### src/rtl/adc_spi_responder.sv
// ============================================================================
// Module  : adc_spi_responder
// Brief   : Converter-side responder for the 16-clock ADC SPI frame; serves
//           samples from a parallel channel bank with pipelined addressing.
//           Optional macro ADC_RESP_TEST_PATTERN_EN replaces sample_data with
//           the fixed word {0, channel, 8'hA5}.
// Revision: 1.0 - initial release
// ============================================================================
`default_nettype none

module adc_spi_responder #(
    parameter int DATA_WIDTH  = 12,
    parameter int NUM_CH      = 8,
    parameter int SYNC_STAGES = 2
) (
    input  logic                           clk,
    input  logic                           reset,
    input  logic [NUM_CH*DATA_WIDTH-1:0]   sample_data,
    input  logic                           adc_cs_n,
    input  logic                           adc_sclk,
    input  logic                           adc_din,
    output logic                           adc_dout,
    output logic [2:0]                     cur_channel,
    output logic                           frame_done,
    output logic                           frame_abort
);

    typedef enum logic [1:0] {
        S_IDLE  = 2'd0,
        S_SHIFT = 2'd1,
        S_HOLD  = 2'd2
    } state_t;

    logic [SYNC_STAGES-1:0] r_cs_sync;
    logic [SYNC_STAGES-1:0] r_sclk_sync;
    logic [SYNC_STAGES-1:0] r_din_sync;
    logic [SYNC_STAGES-1:0] r_sync_vld;
    logic                   r_cs_prev;
    logic                   r_sclk_prev;
    logic                   r_cs_armed;

    state_t                 r_state;
    logic [15:0]            r_shift;
    logic [4:0]             r_bit_cnt;
    logic [2:0]             r_cmd_addr;
    logic [2:0]             r_next_addr;
    logic [2:0]             r_cur_channel;
    logic                   r_dout;
    logic                   r_done;
    logic                   r_abort;

    logic                   w_cs;
    logic                   w_sclk;
    logic                   w_din;
    logic                   w_cs_fall;
    logic                   w_cs_rise;
    logic                   w_sclk_rise;
    logic                   w_sclk_fall;
    logic [DATA_WIDTH-1:0]  w_word;
    logic [15:0]            w_frame;
    logic [15:0]            w_shift_next;
    logic                   w_unused;

    always_ff @(posedge clk) begin
        if (reset) begin
            r_cs_sync   <= '1;
            r_sclk_sync <= '1;
            r_din_sync  <= '0;
            r_sync_vld  <= '0;
            r_cs_prev   <= 1'b1;
            r_sclk_prev <= 1'b1;
            r_cs_armed  <= 1'b0;
        end else begin
            r_cs_sync   <= {r_cs_sync[SYNC_STAGES-2:0], adc_cs_n};
            r_sclk_sync <= {r_sclk_sync[SYNC_STAGES-2:0], adc_sclk};
            r_din_sync  <= {r_din_sync[SYNC_STAGES-2:0], adc_din};
            r_sync_vld  <= {r_sync_vld[SYNC_STAGES-2:0], 1'b1};
            r_cs_prev   <= w_cs;
            r_sclk_prev <= w_sclk;
            // Only a CS fall preceded by a real (pin-derived) high starts a frame,
            // so CS held low across reset release does not look like a fall.
            r_cs_armed  <= r_cs_armed | (r_sync_vld[SYNC_STAGES-1] & w_cs);
        end
    end

    assign w_cs        = r_cs_sync[SYNC_STAGES-1];
    assign w_sclk      = r_sclk_sync[SYNC_STAGES-1];
    assign w_din       = r_din_sync[SYNC_STAGES-1];
    assign w_cs_fall   = r_cs_prev & ~w_cs;
    assign w_cs_rise   = ~r_cs_prev & w_cs;
    assign w_sclk_rise = ~r_sclk_prev & w_sclk;
    assign w_sclk_fall = r_sclk_prev & ~w_sclk;

`ifdef ADC_RESP_TEST_PATTERN_EN
    assign w_word   = DATA_WIDTH'({1'b0, r_next_addr, 8'hA5});
    assign w_unused = ^{sample_data, r_shift[15]};
`else
    logic [DATA_WIDTH-1:0] w_ch [NUM_CH];

    for (genvar gi = 0; gi < NUM_CH; gi++) begin : g_ch
        assign w_ch[gi] = sample_data[gi*DATA_WIDTH +: DATA_WIDTH];
    end

    assign w_word   = w_ch[r_next_addr];
    assign w_unused = r_shift[15];
`endif

    assign w_frame      = 16'(w_word);
    assign w_shift_next = {r_shift[14:0], 1'b0};

    always_ff @(posedge clk) begin
        if (reset) begin
            r_state       <= S_IDLE;
            r_shift       <= '0;
            r_bit_cnt     <= '0;
            r_cmd_addr    <= '0;
            r_next_addr   <= '0;
            r_cur_channel <= '0;
            r_dout        <= 1'b0;
            r_done        <= 1'b0;
            r_abort       <= 1'b0;
        end else begin
            r_done  <= 1'b0;
            r_abort <= 1'b0;
            case (r_state)
                S_IDLE: begin
                    r_dout <= 1'b0;
                    if (w_cs_fall && r_cs_armed) begin
                        r_state       <= S_SHIFT;
                        r_shift       <= w_frame;
                        r_cur_channel <= r_next_addr;
                        r_bit_cnt     <= '0;
                        r_dout        <= w_frame[15];
                    end
                end
                S_SHIFT: begin
                    if (w_cs_rise) begin
                        r_abort <= 1'b1;
                        r_dout  <= 1'b0;
                        r_state <= S_IDLE;
                    end else if (w_sclk_rise) begin
                        r_bit_cnt <= r_bit_cnt + 5'd1;
                        if (r_bit_cnt >= 5'd2 && r_bit_cnt <= 5'd4)
                            r_cmd_addr <= {r_cmd_addr[1:0], w_din};
                        if (r_bit_cnt == 5'd15) begin
                            r_done      <= 1'b1;
                            r_next_addr <= r_cmd_addr;
                            r_dout      <= 1'b0;
                            r_state     <= S_HOLD;
                        end
                    end else if (w_sclk_fall && r_bit_cnt != 5'd0) begin
                        // The fall ahead of the first rise keeps the MSB presented at CS fall.
                        r_shift <= w_shift_next;
                        r_dout  <= w_shift_next[15];
                    end
                end
                S_HOLD: begin
                    r_dout <= 1'b0;
                    if (w_cs_rise)
                        r_state <= S_IDLE;
                end
                default: begin
                    r_state <= S_IDLE;
                    r_dout  <= 1'b0;
                end
            endcase
        end
    end

    assign adc_dout    = r_dout;
    assign cur_channel = r_cur_channel;
    assign frame_done  = r_done;
    assign frame_abort = r_abort;

endmodule

`default_nettype wire

### config.mk
export PLATFORM = sky130hd
export DESIGN_NAME = adc_spi_responder
export DESIGN_NICKNAME = d
export VERILOG_FILES = /design/src/rtl/adc_spi_responder.sv
export SDC_FILE = /design/constraint.sdc
export NUM_CORES = 1
export LEC_CHECK = 0
export BUFFER_PORTS_ARGS = -buffer_cell sky130_fd_sc_hd__buf_2
export CORE_AREA = 2 2 92 94
export CTS_BUF_LIST = sky130_fd_sc_hd__clkbuf_4 sky130_fd_sc_hd__clkbuf_8
export DETAILED_ROUTE_END_ITERATION = 7
export DIE_AREA = 0 0 94 96
export GPL_TIMING_DRIVEN = 0
export PLACE_DENSITY = 0.66
export SLEW_MARGIN = 40
export SYNTH_ARGS = -nofsm -noshare
export SYNTH_HDL_FRONTEND = slang
export SYNTH_SLANG_ARGS = --single-unit
### constraint.sdc
create_clock -name clk -period 2.3 [get_ports clk]
set_input_delay 0.23 -clock clk [delete_from_list [all_inputs] [get_ports clk]]
set_output_delay 0.23 -clock clk [all_outputs]
set_load 0.02 [all_outputs]
# [Word level (Yosys, flattened, before mapping)]
# Index checks and enable logic that the tools add are counted.
# W data, S select, Z words.
[totals] in_bits=101 regBits=45 output_inout_bits=6 elab_cells=88
[op_classes] n_reduce_logical=17 eq_ne=12 n_lt_le_gt_ge=3 n_addsub=1 mux=24 bitwise=14
[op_table] operator="$mux W15" n=4
[op_table] operator="$bmux W12 S3" n=1
[op_table] operator="$pmux W15 S2" n=1
[op_table] operator="$mux W12" n=2
[op_table] operator="$reduce_and A4 Y1" n=4
[op_table] operator="$mux W5" n=3
[op_table] operator="$ne A2 B2 Y1 const B" n=6
[op_table] operator="$mux W2" n=5
[op_table] operator="$pmux W5 S2" n=1
[op_table] operator="$not A1 Y1" n=7
[op_table] operator="$mux W1" n=6
[op_table] operator="$ne A3 B3 Y1 const B" n=2
[op_table] operator="$pmux W2 S3" n=1
[op_table] operator="$add A5 B1 Y5 const B" n=1
[op_table] operator="$and A1 B1 Y1" n=5
[op_table] operator="$eq A5 B4 Y1 const B" n=1
[op_table] operator="$ge A5 B2 Y1 const B" n=1
[op_table] operator="$le A5 B3 Y1 const B" n=1
[op_table] operator="$reduce_and A5 Y1" n=1
[op_table] operator="$reduce_bool A5 Y1" n=1
[op_table] operator="$ge A4 B4 Y1 const B" n=1
[op_table] operator="$not A3 Y4" n=1
[op_table] operator="$reduce_and A2 Y1" n=2
[op_table] operator="$reduce_bool A2 Y1" n=2
[op_table] operator="9 further kinds" n=11

# [Longest topological paths before layout]
# Gate-level depths: netlist (run 1).
[depth] ltp_word=7 depth_mapped=8 mapped_depth_nobuf=7

# [Least setup slack after synthesis (run 1)]
# OpenSTA, ideal clock, no wires.
[synth_path] path_kind="register to register" from="reg r_bit_cnt[0]" to="reg r_shift[10]" arrival_time_ps=1659 synth_period_minus_slack_ps=1801 stages_incl_launch_ff=9 setup_slack_ps=499 n_path_buf=2 required_time_ps=2158 setup_ps=142 path_cell_list="dfxtp_1 > inv_1 > ha_1 > nor4b_1 > or4_1 > buf_2 > buf_6 > nand4_1 > o41ai_2"
[synth_between] elab_chain_cells=4
[synth_lines] element="start, declared" line="44" text="logic [4:0] r_bit_cnt;"
[synth_lines] element="start signal, assigned" line="142" text="r_bit_cnt <= r_bit_cnt + 5'd1;"
[synth_lines] element="$reduce_bool A5 Y1" line="151" text="end else if (w_sclk_fall && r_bit_cnt != 5'd0) begin"
[synth_lines] element="$logic_and A1 B1 Y1" line="151"
[synth_lines] element="$ne A2 B2 Y1 (no source line)"
[synth_lines] element="$reduce_and A5 Y1 (no source line)"
[synth_lines] element="end signal, assigned" line="130" text="r_shift <= w_frame;"
[synth_lines] element="end signal, assigned" line="153" text="r_shift <= w_shift_next;"
[synth_lines] element="end, declared" line="43" text="logic [15:0] r_shift;"
# No other way between the ends.
# A chain may end at the register's enable or synchronous reset.

# [Worst setup path in the final report (run 1)]
[layout_path] from="reg r_bit_cnt[0]" to="reg r_shift[7]"
# Same word-level chain as after synthesis.

==> summary.md, run 1 <==
| Metric | Value |
|---|---|
| Status | `finished clean` |
| Tmin final | `2070 ps` |
| Clock tree root driver cell | `clkbuf_8` |
| Total track usage | `between 15 and 20%` |
| Vias in the first global route | `2466` |
| Post-DR vias/cell | `5.19` |
| Async set-reset flop share out of synthesis | `0%` |
| GP Congestion | `between 0.8 and 0.9` |
| Vias post-DR | `2654` |
| Worst-path fanout max | `10` |
| Worst slew pin tran | `739 ps` |
| Final core occ | `44.0%` |
| Final Skew | `10.6 ps` |
| Max-Cap Viols | `0` |
| Final net count | `510` |
| Worst-path clk slew | `90 ps` |
| I/O pins | `107` |
| DRC viols | `0` |
| H-tree levels | `2` |
| Final setup TNS | `0 ps` |
| Overflow after GRT | `0` |
| Delay of the slowest critical-path stage | `610 ps` |
| Core area | `8050 um2` |
| Top FF cell, synth | `dfxtp_1` |
| Crit-path cells | `inv_1 > ha_1 > nor4b_1 > nor4_2 > a21oi_2 > buf_6 > o41ai_2` |
| Post-route ant nets | `0` |
| TritonCTS clock tree | `built` |
| Yosys top cell by area | `dfxtp_1` |
| WP data arrival | `2240 ps` |
| CP Launch Type | `flop` |
| FMAX | `0.484 GHz` |
| Number of synthesized flops with an enable pin | `0` |
| Die ar. | `9020 um2` |
| Path type of the worst setup path | `flop to flop` |
| WL final | `about 7400 um` |
| Global-route wire length before repair | `11400 um` |
| WL/cell | `14.5 um` |
| Initial core utilization | `about a third` |
| Hold slack | `106 ps` |
| Leak | `around 1.4 nW` |
| Yosys warns | `0` |
| Register area share after synthesis | `between 30% and 40%` |
| First-pass DRT Iterations | `4` |
| CTS Hold Bufs | `0` |
| Power density over the cells | `approximately 450 nW/um2` |
| Mapped Cells | `slightly below 300` |
| 1st-iter DRT viols | `91` |
| Post-Syn Area | `2760 um2` |
| Post-CTS Setup Repair Bufs | `0` |
| Largest net degree at the start of global routing | `15` |
| CP delay by family, top | `simple AND/OR/NAND/NOR gates` |
| Num Clock Sinks | `45` |
| Syn Area/Cell | `9.43 um2` |
| Placed Area | `3420 um2` |
| Die height | `approximately 96 um` |
| Placed cells | `503` |
| CP bufs+invs | `2` |
| Non-filler cells, final | `a little over 500` |
| Num rows | `33` |
| Clk_lat worst skew | `310 ps` |
| Post-route cell area | `3540 um2` |
| Post-synth top area share | `32.6%` |
| Die Width | `94 um` |
| N_diodes | `0` |
| Syn_nets | `~400` |
| Initial antenna violation count | `0` |
| Fin crit share | `approximately nine tenths` |
| Maximum vdd drop | `0.263 mV` |
| Port Buffers | `105` |
| CTS resizes | `0` |
| Slew HR | `50.1%` |
| RSZ-0062 raised after global routing | `false` |
| CP max-delay cell | `nor4b_1` |
| Clock tree buffer depth | `2` |
| Synthesis-to-layout area growth | `28.3%` |
| Final Max Tran Viols | `0` |
| Data required time at the worst endpoint | `roughly 2500 ps` |
| Final setup vio count | `0` |
| Synth Register Bits | `45` |
| Hold Crit Class | `input port to flop` |
| Top cells by area, synth | `dfxtp_1 (33%), mux2i_1 (18%), a22oi_1 (6.0%)` |
| Hold Vio Cnt, Final | `0` |
| CP endpoint kind | `flop` |
| CTS Buf Count | `5` |
| Synth unique cells | `48` |
| Share of layout cells above drive strength 1 | `38.4%` |
| Post-DP HPWL | `just under 6000 um` |
-- power breakdown --
part / switching [mW] / leakage [nW] / internal, mW
sequential: 0.00527 / 0.365 / 0.790
combinational: 0.0814 / 1.02 / 0.101
clock: 0.271 / 0.0574 / 0.353
total: 0.358 / 1.44 / 1.24
-- per-stage QoR --
step / total power, mW / worst slack [ps]
final: 1.60 / 233
after global routing: 1.68 / 60.7
after CTS: 1.62 / 121
after detailed placement: 0.997 / 142
after global placement: 0.994 / 144
after floorplan: 0.894 / 499
-- per-layer routing --
layer  track usage [%]  part of all wire, %  vias up  wire, um
met2              28.8                   47       90      3470
met1              18.8                   44     1228      3260
met5                 0                    0        -         0
met3              3.21                  7.7        8       570
li1                  -                    -     1328         -
met4              4.95                  1.2        0        88
-- final cells by class --
| cell class | count | area, um2 |
|---|---|---|
| clock inverters | 2 | 37.5 |
| fillers | 835 | 4510 |
| flip-flops and latches | 45 | 901 |
| well taps | 105 | 131 |
| clock buffers | 6 | 82.6 |
| repair buffers | 105 | 526 |
| plain buffers | 26 | 153 |
| multi-input cells | 215 | 1690 |
| inverters | 7 | 26.3 |
-- cell families after synthesis --
group	synth area share, %
and+or+nand+nor	17.3
buffers and inverters	6.48
muxes	20.1
AOI/OAI and AO/OA	21.7
DFF	32.6
adders and majority gates	1.81
-- placed cells by master (no fill, tap or decap), types with 9 or more instances in the layout --
master,count
a21oi_1,23
a22oi_1,22
buf_2,110
clkbuf_1,12
dfxtp_1,45
mux2i_1,51
nand3_1,11
nand4_1,11
nor2_1,22
o41ai_2,9
-- Yosys cell counts (4+ instances only) --
cell type and instances:
a22oi_1 22, nand3_1 11, or2_2 7, dfxtp_1 45, nor2b_1 7, a21oi_1 23, ha_1 4, nor2_1 22
nor3_1 4, buf_2 5, o21ai_0 6, nand4_1 11, buf_6 4, mux2i_1 51, buf_4 4, clkbuf_1 12
o41ai_2 9, inv_1 7, nand2_1 4
-- state kept, by name, indices dropped and copies added (netlist names) --
signal,cells
r_cs_sync,2
r_cs_prev,1
r_sclk_sync,2
r_bit_cnt,5
frame_done,1
r_din_sync,2
r_sync_vld,2
cur_channel,3
r_state,2
r_shift,15
r_next_addr,3
r_cs_armed,1
r_cmd_addr,3
r_sclk_prev,1
frame_abort,1
adc_dout,1
-- final timing paths --
check	endpoint	from	depth (start not counted)	slack (ps)
worst min-delay path	r_sclk_sync[0]$_SDFF_PP1_	adc_sclk	2	110
worst min register to register	r_sclk_sync[1]$_SDFF_PP1_	r_sclk_sync[0]$_SDFF_PP1_	1	410
worst max register to register	r_shift[7]$_SDFFE_PP0P_	r_bit_cnt[0]$_SDFFE_PP0P_	7	230
worst max-delay path	r_shift[7]$_SDFFE_PP0P_	r_bit_cnt[0]$_SDFFE_PP0P_	7	230
No activity file was read; power rests on OpenSTA's default activity.
==> run 2, diff against run 1 <==
--- a/config.mk
+++ b/config.mk
@@ -5,13 +5,14 @@
 export SDC_FILE = /design/constraint.sdc
 export NUM_CORES = 1
 export LEC_CHECK = 0
-export BUFFER_PORTS_ARGS = -buffer_cell sky130_fd_sc_hd__buf_2
 export CORE_AREA = 2 2 92 94
 export CTS_BUF_LIST = sky130_fd_sc_hd__clkbuf_4 sky130_fd_sc_hd__clkbuf_8
+export CTS_CLUSTER_DIAMETER = 200
 export DETAILED_ROUTE_END_ITERATION = 7
 export DIE_AREA = 0 0 94 96
+export DONT_BUFFER_PORTS = 1
 export GPL_TIMING_DRIVEN = 0
-export PLACE_DENSITY = 0.66
+export PLACE_DENSITY = 0.54
 export SLEW_MARGIN = 40
 export SYNTH_ARGS = -nofsm -noshare
 export SYNTH_HDL_FRONTEND = slang
==> run 2 against run 1 <==
Against the previous run: critical path type unchanged; highest routed layer unchanged; largest power group unchanged; clock power barely moved; wire length fell by 6.3%; critical endpoint unchanged; critical path depth did not move.
==> summary.md, run 2 (synthesis results as in run 1) <==
| Metric | Value |
|---|---|
| Initial core utilization | `34.3% (unchanged)` |
| Post-DP HPWL | `5500 um (-4.7%)` |
| FMAX | `0.465 GHz (-3.9%)` |
| CP endpoint kind | `flop` |
| First-pass DRT Iterations | `4 (unchanged)` |
| Share of layout cells above drive strength 1 | `16.9% (-21 points)` |
| Most common cell after layout, fill and taps aside | `mux2i_1` |
| CP delay by family, top | `simple AND/OR/NAND/NOR gates` |
| I/O pins | `107 (unchanged)` |
| WL/cell | `17.1 um (+18%)` |
| Synthesis-to-layout area growth | `9.28%` |
| Total track usage | `15.1% (-0.77 points)` |
| Slew HR | `45.4% (-4.7 points)` |
| Initial antenna violation count | `0 (unchanged)` |
| CP max-delay cell | `nor4b_1` |
| Final Skew | `8.19 ps (-2.43 ps)` |
| Die height | `96 um (unchanged)` |
| 1st-iter DRT viols | `62 (-32%)` |
| Worst-path fanout max | `10 (unchanged)` |
| CP Launch Type | `flop` |
| Total power draw | `1.52 mW (-5.3%)` |
| Vias in the first global route | `2296 (-6.9%)` |
| Final setup vio count | `0 (unchanged)` |
| Port Buffers | `0 (-100%)` |
| N_diodes | `0 (unchanged)` |
| Num rows | `33 (unchanged)` |
| Num Clock Sinks | `45 (unchanged)` |
| Hold Crit Class | `input port to flop` |
| Fin crit share | `93.5% (+3.6 points)` |
| Crit path from | `r_bit_cnt[0]$_SDFFE_PP0P_` |
| Power density over the cells | `503 nW/um2 (+11%)` |
| Overflow after GRT | `0 (unchanged)` |
| Hold Vio Cnt, Final | `0 (unchanged)` |
| DRC viols | `0 (unchanged)` |
| Hold Path Origin | `adc_sclk` |
| Maximum vdd drop | `0.270 mV (+2.6%)` |
| Core area | `8050 um2 (unchanged)` |
| Fill count | `859 (+2.9%)` |
| Worst r2r src | `r_bit_cnt[0]$_SDFFE_PP0P_` |
| Regs by FF count | `r_shift: 15 flops, r_bit_cnt: 5 flops` |
| Leak | `1.02 nW (-29%)` |
| Data required time at the worst endpoint | `2470 ps (about the same)` |
| Clk_lat worst skew | `300 ps (about the same)` |
| Post-route ant nets | `0 (unchanged)` |
| Largest net degree at the start of global routing | `15 (unchanged)` |
| Most frequent cells in the layout | `mux2i_1 (51), dfxtp_1 (45), a21oi_1 (23), a22oi_1 (22), nor2_1 (22)` |
| CTS Buf Count | `5 (unchanged)` |
| Tmin final | `2150 ps (+83.6 ps)` |
| Setup slack, reg-to-reg | `150 ps (-80 ps)` |
| TritonCTS clock tree | `built` |
| H-tree levels | `2 (unchanged)` |
| WL final | `6930 um (-6.3%)` |
| Largest register FFs | `15 (unchanged)` |
| Post-DR vias/cell | `5.50 (+5.8%)` |
| Final Max Tran Viols | `0 (unchanged)` |
| CTS Hold Bufs | `0 (unchanged)` |
| RSZ-0062 raised after global routing | `false` |
| Vias post-DR | `2231 (-16%)` |
| Crit-path cells | `inv_1 > ha_1 > nor4b_1 > nor4_2 > a21oi_2 > buf_6 > o41ai_2` |
| Status | `finished clean` |
| Final net count | `405 (-21%)` |
| Worst slew pin tran | `808 ps (+69.6 ps)` |
| Clock tree root driver cell | `clkbuf_8` |
| Reg with most FFs | `r_shift` |
| Clock tree buffer depth | `2 (unchanged)` |
| Path type of the worst setup path | `flop to flop` |
| CP bufs+invs | `2 (unchanged)` |
| GP Congestion | `0.817 (-1.2%)` |
| Worst-path clk slew | `90 ps (about the same)` |
| Die Width | `94 um (unchanged)` |
| WP data arrival | `2320 ps (+80 ps)` |
| Delay of the slowest critical-path stage | `660 ps (+50 ps)` |
| Final setup TNS | `0 ps (unchanged)` |
| Global-route wire length before repair | `10700 um (-6.9%)` |
| Max-Cap Viols | `0 (unchanged)` |
| Die ar. | `9020 um2 (unchanged)` |
run 2: path summary, 6_finish.rpt:
path,end,cells past startpoint
setup / recovery,r_shift[7]$_SDFFE_PP0P_,7
hold / removal,r_sclk_sync[0]$_SDFF_PP1_,1
setup reg to reg,r_shift[7]$_SDFFE_PP0P_,7
hold reg to reg,r_sclk_sync[1]$_SDFF_PP1_,1
run 2: power by group:
part           total, mW  internal (mW)  switching, mW
clock              0.621          0.353          0.267
combinational      0.102         0.0437         0.0579
sequential         0.795          0.790        0.00514
total               1.52           1.19          0.330
run 2: stage by stage:
step	hold slack [ps]	cells	cell area [um2]	setup slack (ps)	utilization [%]
2_1_floorplan	334	293	2760	499	-
3_3_place_gp	335	398	2890	96.3	35.9
3_5_place_dp	336	398	2890	97.3	35.9
4_1_cts	21.4	406	3010	78.2	37.4
5_1_grt	17.8	406	3020	28.4	37.5
6_report	31.6	406	3020	149	37.5
run 2: metal layers:
metal  vias to the layer above  routed length, um  GRT usage [%]
met2                        89               3380           28.7
met5                         -                  0              0
li1                       1121                  -              -
met1                      1010               2880           16.1
met4                         0                141           5.19
met3                        11                526           3.92
run 2: layout make-up:
type	instances	area [um2]	area share (%)
Inverter	7	26.3	0.870
Buffer	26	153	5.06
Multi-Input combinational cell	215	1690	55.9
Clock buffer	6	82.6	2.74
Clock inverter	2	37.5	1.24
Tap cell	105	131	4.35
Sequential cell	45	901	29.8
run 2: repair_timing:
action | 4_1_cts | 5_1_grt
gates resized for setup | 0 | 1
setup endpoints to repair | 0 | 3
setup buffers | 0 | 0
==> run 3, diff against run 2 <==
--- a/config.mk
+++ b/config.mk
@@ -5,14 +5,15 @@
 export SDC_FILE = /design/constraint.sdc
 export NUM_CORES = 1
 export LEC_CHECK = 0
-export CORE_AREA = 2 2 92 94
+export CORE_AREA = 2 2 84 86
 export CTS_BUF_LIST = sky130_fd_sc_hd__clkbuf_4 sky130_fd_sc_hd__clkbuf_8
 export CTS_CLUSTER_DIAMETER = 200
 export DETAILED_ROUTE_END_ITERATION = 7
-export DIE_AREA = 0 0 94 96
+export DIE_AREA = 0 0 86 88
 export DONT_BUFFER_PORTS = 1
 export GPL_TIMING_DRIVEN = 0
-export PLACE_DENSITY = 0.54
+export PLACE_DENSITY = 0.62
+export SKIP_LAST_GASP = 1
 export SLEW_MARGIN = 40
 export SYNTH_ARGS = -nofsm -noshare
 export SYNTH_HDL_FRONTEND = slang
==> run 3 against run 2 <==
Against the previous run: setup slack improved by 96 ps; via count grew 0.40%; count of clock-buffer cells in the layout is 1 higher; worst hold slack gained 1.5 ps; sequential cell count unchanged; critical path depth unchanged; sequential share of layout area is 0.54 points higher; power is 7.9% lower; register-to-register slack improved by 96 ps; combinational power about the same; sequential power hardly changed; wire length grew 2.3%.
==> summary.md, run 3 (synthesis results as in run 1) <==
| Metric | Value |
|---|---|
| Status | `finished clean` |
| Most frequent cells in the layout | `mux2i_1 (51), dfxtp_1 (45), a21oi_1 (23), a22oi_1 (22), nor2_1 (22)` |
| Hold Crit Class | `input port to flop` |
| Reg with most FFs | `r_shift` |
| Clock tree root driver cell | `clkbuf_8` |
| Clock tree buffer depth | `2 (unchanged)` |
| Initial core utilization | `41.6% (+7.3 points)` |
| Post-DP HPWL | `5500 um (about the same)` |
| Post-route ant nets | `0 (unchanged)` |
| Num rows | `30 (-9.1%)` |
| GP Congestion | `0.865 (+5.9%)` |
| Worst-path fanout max | `10 (unchanged)` |
| Total track usage | `18.2% (+3.1 points)` |
| Post-CTS Setup Repair Bufs | `0 (unchanged)` |
| Worst Slack Setup Final | `245 ps (+95.8 ps)` |
| Leak | `1.01 nW (-0.90%)` |
| Worst slew pin tran | `663 ps (-145 ps)` |
| Vias in the first global route | `2171 (-5.4%)` |
| Largest net degree at the start of global routing | `14 (-1)` |
| Hold Vio Cnt, Final | `0 (unchanged)` |
| N_diodes | `0 (unchanged)` |
| Hold Path Origin | `adc_sclk` |
| Die ar. | `7570 um2 (-16%)` |
| I/O pins | `107 (unchanged)` |
| Port Buffers | `0 (unchanged)` |
| Max-Cap Viols | `0 (unchanged)` |
| Initial antenna violation count | `0 (unchanged)` |
| 1st-iter DRT viols | `123 (+98%)` |
| CTS Buf Count | `5 (unchanged)` |
| Synthesis-to-layout area growth | `7.34%` |
| WP data arrival | `2260 ps (-60 ps)` |
| Final setup TNS | `0 ps (unchanged)` |
| WL/cell | `18.6 um (+9.0%)` |
| CP endpoint kind | `flop` |
| Most common cell after layout, fill and taps aside | `mux2i_1` |
| Regs by FF count | `r_shift: 15 flops, r_bit_cnt: 5 flops` |
| H-tree levels | `2 (unchanged)` |
| Power density over the cells | `471 nW/um2 (-6.2%)` |
| Tmin final | `2050 ps (-95.8 ps)` |
| Final Skew | `13.5 ps (+5.35 ps)` |
| Clk_lat worst skew | `300 ps (about the same)` |
| Setup WS pre-CTS | `98.6 ps (+1.29 ps)` |
| TritonCTS clock tree | `built` |
| WL final | `7090 um (+2.3%)` |
| Share of layout cells above drive strength 1 | `17.3% (+0.33 points)` |
| CP Launch Type | `flop` |
| DRC viols | `0 (unchanged)` |
| First-pass DRT Iterations | `4 (unchanged)` |
| Crit path from | `r_bit_cnt[0]$_SDFFE_PP0P_` |
| Num Clock Sinks | `45 (unchanged)` |
| Worst-path clk slew | `90 ps (about the same)` |
| Final Max Tran Viols | `0 (unchanged)` |
| Data required time at the worst endpoint | `2510 ps (+40 ps)` |
| Vias post-DR | `2240 (+0.40%)` |
| Final net count | `405 (unchanged)` |
| FMAX | `0.487 GHz (+4.7%)` |
| Post-DR vias/cell | `5.88 (+7.0%)` |
| Final setup vio count | `0 (unchanged)` |
| Slew HR | `55.8% (+10 points)` |
| Worst r2r src | `r_bit_cnt[0]$_SDFFE_PP0P_` |
| Maximum vdd drop | `0.401 mV (+48%)` |
| CTS resizes | `0 (unchanged)` |
| Fin crit share | `89.3% (-4.2 points)` |
| Die height | `88 um (-8.3%)` |
| Die Width | `86 um (-8.5%)` |
| Overflow after GRT | `0 (unchanged)` |
| CTS Hold Bufs | `0 (unchanged)` |
| Largest register FFs | `15 (unchanged)` |
| Total power draw | `1.40 mW (-7.9%)` |
| Global-route wire length before repair | `10800 um (+1.2%)` |
| RSZ-0062 raised after global routing | `false` |
| Core area | `6640 um2 (-17%)` |
| Path type of the worst setup path | `flop to flop` |
==> run 3: cell count changes in the layout (fill, tap and decap cells not counted) <==
| cell | delta |
|---|---|
| clkbuf_4 | +2 |
| bufinv_16 | -1 |
| clkbuf_8 | -1 |
| nor4b_1 | -1 |
| nor4b_2 | +1 |
==> run 3: cell type report <==
class	count	area, um2
Buffer	26	153
Clock buffer	7	83.8
Clock inverter	1	7.51
Fill cell	665	3680
Inverter	7	26.3
Multi-Input combinational cell	215	1690
Sequential cell	45	901
Tap cell	80	100
==> run 3: final timing paths <==
kind                               endpoint  slack [ps]  depth (start not counted)
setup reg to reg   r_shift[10]$_SDFFE_PP0P_         250                          7
setup / recovery   r_shift[10]$_SDFFE_PP0P_         250                          7
hold / removal    r_sclk_sync[0]$_SDFF_PP1_          30                          1
hold reg to reg   r_sclk_sync[1]$_SDFF_PP1_         420                          1
==> run 3: power breakdown <==
group / switching [mW] / internal (mW) / leakage [nW]
sequential: 0.00518 / 0.790 / 0.365
clock: 0.261 / 0.239 / 0.0453
combinational: 0.0588 / 0.0438 / 0.597
total: 0.325 / 1.07 / 1.01
==> run 3: layer usage <==
| metal | vias to the layer above | wire [um] | GRT usage [%] |
|---|---|---|---|
| li1 | 1115 | - | - |
| met1 | 1028 | 3150 | 23.1 |
| met2 | 89 | 3320 | 30.9 |
| met3 | 8 | 508 | 3.96 |
| met4 | 0 | 111 | 5.92 |
| met5 | - | 0 | 0 |
==> run 3: metrics by stage <==
step                      cells  cell area [um2]  hold slack [ps]  utilization (%)
after floorplan             293             2760              334                -
after CTS                   381             2950             24.3             44.5
after detailed placement    373             2860              337             43.1
after global routing        381             2970             17.9             44.6
final                       381             2970             33.0             44.6
after global placement      373             2860              336             43.1
==> run 3: worst max-delay path: stages, from the launching register on <==
cell     delay (ps)
dfxtp_1         400
inv_1           100
ha_1            200
nor4b_2         190
nor4_2          480
a21oi_2         110
buf_6           190
o41ai_2         310
